**config.mk**
```make
export PLATFORM = sky130hd
export DESIGN_NAME = drac_l15_req_arbiter_flat
export DESIGN_NICKNAME = d
export VERILOG_FILES = /design/src/rtl/drac_l15_req_arbiter_if.sv /design/src/rtl/drac_l15_req_arbiter.sv /design/src/flat_wrapper.sv
export SDC_FILE = /design/constraint.sdc
export NUM_CORES = 1
export LEC_CHECK = 0
export ABC_AREA = 1
export ABC_CLOCK_PERIOD_IN_PS = 2200
export CAP_MARGIN = 20
export CORE_AREA = 2 2 357 359
export DETAILED_ROUTE_END_ITERATION = 6
export DIE_AREA = 0 0 359 361
export GPL_ROUTABILITY_DRIVEN = 0
export PLACE_DENSITY = 0.35
export SLEW_MARGIN = 40
export SYNTH_ARGS = -nofsm -noshare
export SYNTH_HDL_FRONTEND = slang
export SYNTH_SLANG_ARGS = --single-unit
```
**constraint.sdc**
```tcl
create_clock -name clk_i -period 2.2 [get_ports clk_i]
set_input_delay 0.22 -clock clk_i [delete_from_list [all_inputs] [get_ports clk_i]]
set_output_delay 0.22 -clock clk_i [all_outputs]
set_load 0.05 [all_outputs]
```
**src/rtl/drac_l15_req_arbiter_if.sv**
```systemverilog
// Request/return bundle between the cache-side requesters, the L1.5 request channel and
// drac_l15_req_arbiter. The slave modport is the arbiter's view; master drives the other side.
interface drac_l15_req_arbiter_if #(
  parameter int NumPorts = 6,
  parameter int ReqWidth = 128,
  parameter int PW       = (NumPorts > 1) ? $clog2(NumPorts) : 1
);
  logic [NumPorts-1:0]          req_valid_i;
  logic [NumPorts-1:0]          req_ready_o;
  logic [NumPorts*ReqWidth-1:0] req_data_i;
  logic                         l15_val_o;
  logic [ReqWidth-1:0]          l15_data_o;
  logic [PW-1:0]                l15_portid_o;
  logic                         l15_ack_i;
  logic                         rtrn_valid_i;
  logic [PW-1:0]                rtrn_portid_i;
  logic [NumPorts-1:0]          port_full_o;
  logic                         err_o;

  modport slave (
    input  req_valid_i, req_data_i, l15_ack_i, rtrn_valid_i, rtrn_portid_i,
    output req_ready_o, l15_val_o, l15_data_o, l15_portid_o, port_full_o, err_o
  );

  modport master (
    output req_valid_i, req_data_i, l15_ack_i, rtrn_valid_i, rtrn_portid_i,
    input  req_ready_o, l15_val_o, l15_data_o, l15_portid_o, port_full_o, err_o
  );
endinterface

```
**src/rtl/drac_l15_req_arbiter.sv**
```systemverilog
// N-port priority arbiter towards the L1.5 request channel with per-port outstanding tracking.
// Define DRAC_L15_ARB_STARVE_EN to add per-port wait counters and starvation promotion.
module drac_l15_req_arbiter #(
  parameter int NumPorts       = 6,
  parameter int ReqWidth       = 128,
  parameter int MaxOutstanding = 4,
  parameter int StarveTh       = 16,
  localparam int PW            = (NumPorts > 1) ? $clog2(NumPorts) : 1,
  localparam int CW            = $clog2(MaxOutstanding + 1)
) (
  input logic                   clk_i,
  input logic                   rst_ni,
  drac_l15_req_arbiter_if.slave bus
);

  typedef enum logic {IDLE, HOLD} state_t;

  state_t              state_reg;
  logic                val_reg;
  logic                err_reg;
  logic [ReqWidth-1:0] data_reg;
  logic [PW-1:0]       portid_reg;
  logic [CW-1:0]       cnt_reg  [NumPorts];
  logic [CW-1:0]       cnt_next [NumPorts];
  logic [ReqWidth-1:0] slice    [NumPorts];

  logic [NumPorts-1:0] full;
  logic [NumPorts-1:0] zero;
  logic [NumPorts-1:0] eligible;
  logic [NumPorts-1:0] promoted;
  logic [NumPorts-1:0] cand;
  logic [NumPorts-1:0] grant;
  logic [NumPorts-1:0] rtrn_hit;
  logic [NumPorts-1:0] ack_hit;
  logic [ReqWidth-1:0] data_next;
  logic [PW-1:0]       win_idx;
  logic                handshake;
  logic                rtrn_bad_id;
  logic                err_next;

  generate
    for (genvar gi = 0; gi < NumPorts; gi++) begin : g_port
      assign slice[gi]    = bus.req_data_i[gi*ReqWidth +: ReqWidth];
      assign full[gi]     = (cnt_reg[gi] == CW'(MaxOutstanding));
      assign zero[gi]     = (cnt_reg[gi] == '0);
      assign rtrn_hit[gi] = bus.rtrn_valid_i && (bus.rtrn_portid_i == PW'(gi));
      assign ack_hit[gi]  = (state_reg == HOLD) && bus.l15_ack_i && (portid_reg == PW'(gi));
      // An ack and a return on the same port cancel; a return to an empty port is an error, not an underflow.
      assign cnt_next[gi] = (ack_hit[gi] && rtrn_hit[gi])   ? cnt_reg[gi] :
                            ack_hit[gi]                     ? cnt_reg[gi] + CW'(1) :
                            (rtrn_hit[gi] && !zero[gi])     ? cnt_reg[gi] - CW'(1) :
                                                              cnt_reg[gi];
    end
  endgenerate

  assign eligible  = bus.req_valid_i & ~full;
  assign cand      = (|(eligible & promoted)) ? (eligible & promoted) : eligible;
  assign grant     = cand & (~cand + NumPorts'(1));
  assign handshake = (state_reg == IDLE) && (|cand);

  always_comb begin
    win_idx   = '0;
    data_next = '0;
    for (int k = 0; k < NumPorts; k++) begin
      if (grant[k]) begin
        win_idx   = PW'(k);
        data_next = slice[k];
      end
    end
  end

  assign rtrn_bad_id = bus.rtrn_valid_i && (int'(bus.rtrn_portid_i) >= NumPorts);
  assign err_next    = err_reg || rtrn_bad_id || (|(rtrn_hit & zero));

  always_ff @(posedge clk_i or negedge rst_ni) begin
    if (!rst_ni) begin
      state_reg  <= IDLE;
      val_reg    <= 1'b0;
      data_reg   <= '0;
      portid_reg <= '0;
      err_reg    <= 1'b0;
      for (int k = 0; k < NumPorts; k++) cnt_reg[k] <= '0;
    end else begin
      err_reg <= err_next;
      for (int k = 0; k < NumPorts; k++) cnt_reg[k] <= cnt_next[k];
      case (state_reg)
        IDLE: begin
          if (handshake) begin
            state_reg  <= HOLD;
            val_reg    <= 1'b1;
            data_reg   <= data_next;
            portid_reg <= win_idx;
          end
        end
        HOLD: begin
          if (bus.l15_ack_i) begin
            state_reg <= IDLE;
            val_reg   <= 1'b0;
          end
        end
        default: begin
          state_reg <= IDLE;
          val_reg   <= 1'b0;
        end
      endcase
    end
  end

`ifdef DRAC_L15_ARB_STARVE_EN
  localparam int WW = $clog2(StarveTh + 1);

  logic [WW-1:0] wait_cnt_reg  [NumPorts];
  logic [WW-1:0] wait_cnt_next [NumPorts];

  generate
    for (genvar gi = 0; gi < NumPorts; gi++) begin : g_starve
      assign promoted[gi] = (wait_cnt_reg[gi] == WW'(StarveTh));
      // Losing while eligible in IDLE ages the port; winning or dropping valid starts it over.
      assign wait_cnt_next[gi] =
        (!bus.req_valid_i[gi] || (handshake && grant[gi])) ? '0 :
        ((state_reg == IDLE) && eligible[gi] && !promoted[gi]) ? wait_cnt_reg[gi] + WW'(1) :
        wait_cnt_reg[gi];
    end
  endgenerate

  always_ff @(posedge clk_i or negedge rst_ni) begin
    if (!rst_ni) begin
      for (int k = 0; k < NumPorts; k++) wait_cnt_reg[k] <= '0;
    end else begin
      for (int k = 0; k < NumPorts; k++) wait_cnt_reg[k] <= wait_cnt_next[k];
    end
  end
`else
  logic unused_starve_th;
  assign unused_starve_th = ^StarveTh;
  assign promoted         = '0;
`endif

  assign bus.req_ready_o  = (state_reg == IDLE) ? grant : '0;
  assign bus.l15_val_o    = val_reg;
  assign bus.l15_data_o   = data_reg;
  assign bus.l15_portid_o = portid_reg;
  assign bus.port_full_o  = full;
  assign bus.err_o        = err_reg;

endmodule
```
**src/flat_wrapper.sv**
```systemverilog
// flat-port wrapper written by rule: the top's interface ports become plain ports
module drac_l15_req_arbiter_flat 
#(
  parameter int NumPorts       = 6,
  parameter int ReqWidth       = 128,
  parameter int MaxOutstanding = 4,
  parameter int StarveTh       = 16,
  localparam int PW            = (NumPorts > 1) ? $clog2(NumPorts) : 1,
  localparam int CW            = $clog2(MaxOutstanding + 1)
)
  (clk_i, rst_ni, bus_req_valid_i, bus_req_data_i, bus_l15_ack_i, bus_rtrn_valid_i, bus_rtrn_portid_i, bus_req_ready_o, bus_l15_val_o, bus_l15_data_o, bus_l15_portid_o, bus_port_full_o, bus_err_o);
  drac_l15_req_arbiter_if #(.NumPorts(NumPorts), .ReqWidth(ReqWidth)) bus_i ();
  input logic clk_i;
  input logic rst_ni;
  input wire logic [$bits(bus_i.req_valid_i)-1:0] bus_req_valid_i;
  input wire logic [$bits(bus_i.req_data_i)-1:0] bus_req_data_i;
  input wire logic [$bits(bus_i.l15_ack_i)-1:0] bus_l15_ack_i;
  input wire logic [$bits(bus_i.rtrn_valid_i)-1:0] bus_rtrn_valid_i;
  input wire logic [$bits(bus_i.rtrn_portid_i)-1:0] bus_rtrn_portid_i;
  output wire logic [$bits(bus_i.req_ready_o)-1:0] bus_req_ready_o;
  output wire logic [$bits(bus_i.l15_val_o)-1:0] bus_l15_val_o;
  output wire logic [$bits(bus_i.l15_data_o)-1:0] bus_l15_data_o;
  output wire logic [$bits(bus_i.l15_portid_o)-1:0] bus_l15_portid_o;
  output wire logic [$bits(bus_i.port_full_o)-1:0] bus_port_full_o;
  output wire logic [$bits(bus_i.err_o)-1:0] bus_err_o;
  assign bus_i.req_valid_i = bus_req_valid_i;
  assign bus_i.req_data_i = bus_req_data_i;
  assign bus_i.l15_ack_i = bus_l15_ack_i;
  assign bus_i.rtrn_valid_i = bus_rtrn_valid_i;
  assign bus_i.rtrn_portid_i = bus_rtrn_portid_i;
  assign bus_req_ready_o = bus_i.req_ready_o;
  assign bus_l15_val_o = bus_i.l15_val_o;
  assign bus_l15_data_o = bus_i.l15_data_o;
  assign bus_l15_portid_o = bus_i.l15_portid_o;
  assign bus_port_full_o = bus_i.port_full_o;
  assign bus_err_o = bus_i.err_o;
  drac_l15_req_arbiter #(.NumPorts(NumPorts), .ReqWidth(ReqWidth), .MaxOutstanding(MaxOutstanding), .StarveTh(StarveTh)) u_core (.clk_i(clk_i), .rst_ni(rst_ni), .bus(bus_i));
endmodule
```
==> impl_metrics.csv <==
group,metric,value,unit
outcome,outcome,"finished with violations",
outcome,violations,"setup timing",
logic_synthesis,synth_warnings,0,
power_and_ir_drop,power_density,1130,nW/um2
layout,drive_above_1_share,11.5,%
die,io_pins,926,
drt,avgViaCountPerCell,3.85,
logic_synthesis,syn_nets,3055,
global_routing,grt_pass1_vias,19560,
sta,hold_violations,0,
logic_synthesis,synth_area_per_cell,5.73,um2
setup_path,arrival,2.08,ns
logic_synthesis,synth-edff-count,0,
drt,drcViolationCount,0,
sta,maxSlewHeadroom,53.9,%
layout,mostFrequentLayoutCells,"clkdlybuf4s50_1, nand2_1, inv_1, nand3_1, nor2_1",
cts,clkLatencyLatePin,0.55,ns
power_and_ir_drop,p_leak,12.7,nW
global_routing,grt_max_degree,52,
sta,skew,0.0247,ns
hold_path,min_path_type,"input pin to async pin",
cts,root_buffer,"clkbuf_16",
sta,max_freq,434,MHz
drt,dr.pass1.iters,5,
layout,multi_input_area,7680,um2
logic_synthesis,synth_cell_types,32,
cts,htreeDepth,4,
drt,vias,19179,
sta,rsz0062_at_grt,"true",
logic_synthesis,async_flop_share,100,%
die,fp.dieH,361,um
die,core_area,125000,um2
flow_run,maxCapViolCount,0,
sta,setup_slack,-0.105,ns
logic_synthesis,ys.flop_type,"dfrtp_1",
sta,post-route-period-util,105,%
setup_path,critPathKind,"flip-flop to output pin",
layout,largest_reg_flops,128,
layout,layout_commonest_cell,"clkdlybuf4s50_1",
logic_synthesis,ys_seq_elements,152,
power_and_ir_drop,ir_drop,558,uV
setup_path,crit_path_end_kind,"output pin",
layout,fillers,14350,
die,die_x,359,um
setup_path,cp_max_fo,4,
cts,numCtsBuffers,17,
place,place_area,25800,um2
layout,area_delta_synth_final,110,%
layout,seqCellArea,3800,um2
logic_synthesis,synthXorXnorAreaFrac,0.944,%
place,port_buffers,925,
global_routing,grt.overflow.total,0,
setup_path,cp.required,1.98,ns
drt,drt_iter0_markers,1291,
global_routing,antenna_found_initial,57,
logic_synthesis,muxShareOfSynthArea,0.164,%
drt,wl,122000,um
sta,worst_slew_pin_slew,0.690,ns
global_routing,grt_pass1_wl,161000,um
power_and_ir_drop,power,0.0309,W
die,dieArea,130000,um2
layout,finalInstanceArea,27300,um2
setup_path,critPathLaunchType,"flip-flop",
sta,setup_viol,3,
logic_synthesis,synth_compound_area_share,5.65,%
logic_synthesis,ys_seq_area_share,29.3,%
place,dp_hpwl,98300,um
cts,clock_path_buffers,2,
cts,clk_pin_slew,0.08,ns
layout,post-route-util,21.7,%
cts,cts_tree,"built",
sta,min_period,2.30,ns
die,initial_core_util,10.4,%
logic_synthesis,synth_top_family_by_area,"simple AND/OR/NAND/NOR gates",
logic_synthesis,synthSimpleGateAreaFrac,49.2,%
die,row_count,130,
drt,antenna_left,0,
logic_synthesis,synth_cells,2268,
cts,clock_sinks,152,
logic_synthesis,synth_fa_ha_area_share,0.924,%
sta,slew_viol_final,0,
drt,post_drt_wl_per_cell,24.5,um
layout,fin_nets,4091,
logic_synthesis,syn-cell-area,13000,um2
global_routing,grt_use_total,18.0,%
==> cells in the mapped netlist, types with 2 or more instances <==
library cell,instances,share of area (%)
a21oi_1,3,0.12
a22oi_1,2,0.12
buf_1,20,0.58
buf_2,80,3.1
buf_6,4,0.35
clkbuf_1,48,1.4
dfrtp_1,152,29
fa_1,6,0.92
inv_1,288,8.3
inv_2,3,0.087
nand2_1,806,23
nand2_2,3,0.14
nand3_1,278,11
nand4_1,132,6.4
nor2_1,276,8.0
nor2_2,2,0.096
nor3_1,4,0.15
o21ai_0,123,4.7
o21ai_1,11,0.42
or2_2,2,0.096
xor2_1,14,0.94
==> metrics by stage <==
stage	hold slack [ns]	cells	setup TNS, ns	setup WS (ns)
finish	0.195	4984	-0.228	-0.105
global route	0.186	4977	-4.38	-0.217
CTS	0.154	4949	-1.29	-0.173
detailed placement	0.216	4900	-13.03	-0.206
global placement	0.215	4900	-5.96	-0.202
floorplan	-0.0756	2268	0	0.0395
==> report_power, final <==
group | internal (W) | switching, W | leakage, nW | total (W)
sequential | 0.00419 | 0.000907 | 1.86 | 0.00510
combinational | 0.00817 | 0.0142 | 10.5 | 0.0224
clock | 0.00175 | 0.00164 | 0.288 | 0.00339
==> metal layers <==
layer	track usage (%)	wire, um	vias to the layer above
met3	4.89	8160	135
met2	31.3	60600	799
met1	21.7	51100	9003
li1	-	-	9220
met5	0	129	-
met4	4.71	2330	22
==> path summary, 6_finish.rpt <==
| kind | from | end | slack [ns] | cells after the start |
|---|---|---|---|---|
| worst max-delay path | u_core.cnt_reg[15] | bus_req_ready_o[2] | -0.10 | 10 |
| worst min-delay path | rst_ni | u_core.bus.l15_data_o[12] | 0.19 | 2 |
| worst max register to register | u_core.cnt_reg[9] | u_core.bus.l15_data_o[29] | 0 | 13 |
| worst min register to register | u_core.cnt_reg[5] | u_core.cnt_reg[5] | 0.48 | 1 |
| max in group asynchronous | rst_ni | u_core.bus.l15_data_o[67] | 1.25 | 3 |
| min in group clk_i | bus_req_data_i[743] | u_core.bus.l15_data_o[103] | 0.31 | 5 |
==> area by class of cell <==
class                           count  area share (%)
Timing Repair Buffer             1168            43.7
Inverter                          291            4.15
Tap cell                         1650            7.57
Antenna cell                       18           0.165
Sequential cell                   152            14.0
Clock buffer                       20            1.71
Timing Repair inverter              2          0.0643
Clock inverter                     11           0.445
Multi-Input combinational cell   1672            28.2
==> worst max-delay path, stage by stage, from the launching register on <==
cell     delay [ns]
dfrtp_1        0.39
inv_2          0.07
nand3_2        0.08
buf_6          0.14
nand2_8        0.09
buf_6          0.13
nand3_4        0.10
buf_12         0.16
buf_6          0.11
nor2_4         0.13
buf_12         0.15
==> repair_timing <==
| action | 4_1_cts | 5_1_grt |
|---|---|---|
| gates cloned | 5 | 5 |
| endpoints found under the setup margin | 20 | 136 |
| hold buffers | 1 | 0 |
| pin swaps | 4 | 11 |
| setup buffers | 12 | 14 |
| gates resized for setup | 58 | 65 |
| hold endpoints to repair | 35 | 0 |
==> logic make-up after synthesis <==
| family | after synthesis |
|---|---|
| DFF | 152 |
| adders and majority gates | 6 |
| and+or+nand+nor | 1507 |
| xor gates and xnor gates | 14 |
| muxes | 2 |
| AOI/OAI and AO/OA | 143 |
| buffers and inverters | 444 |
Note: power is estimated with default switching activity, not from simulation.
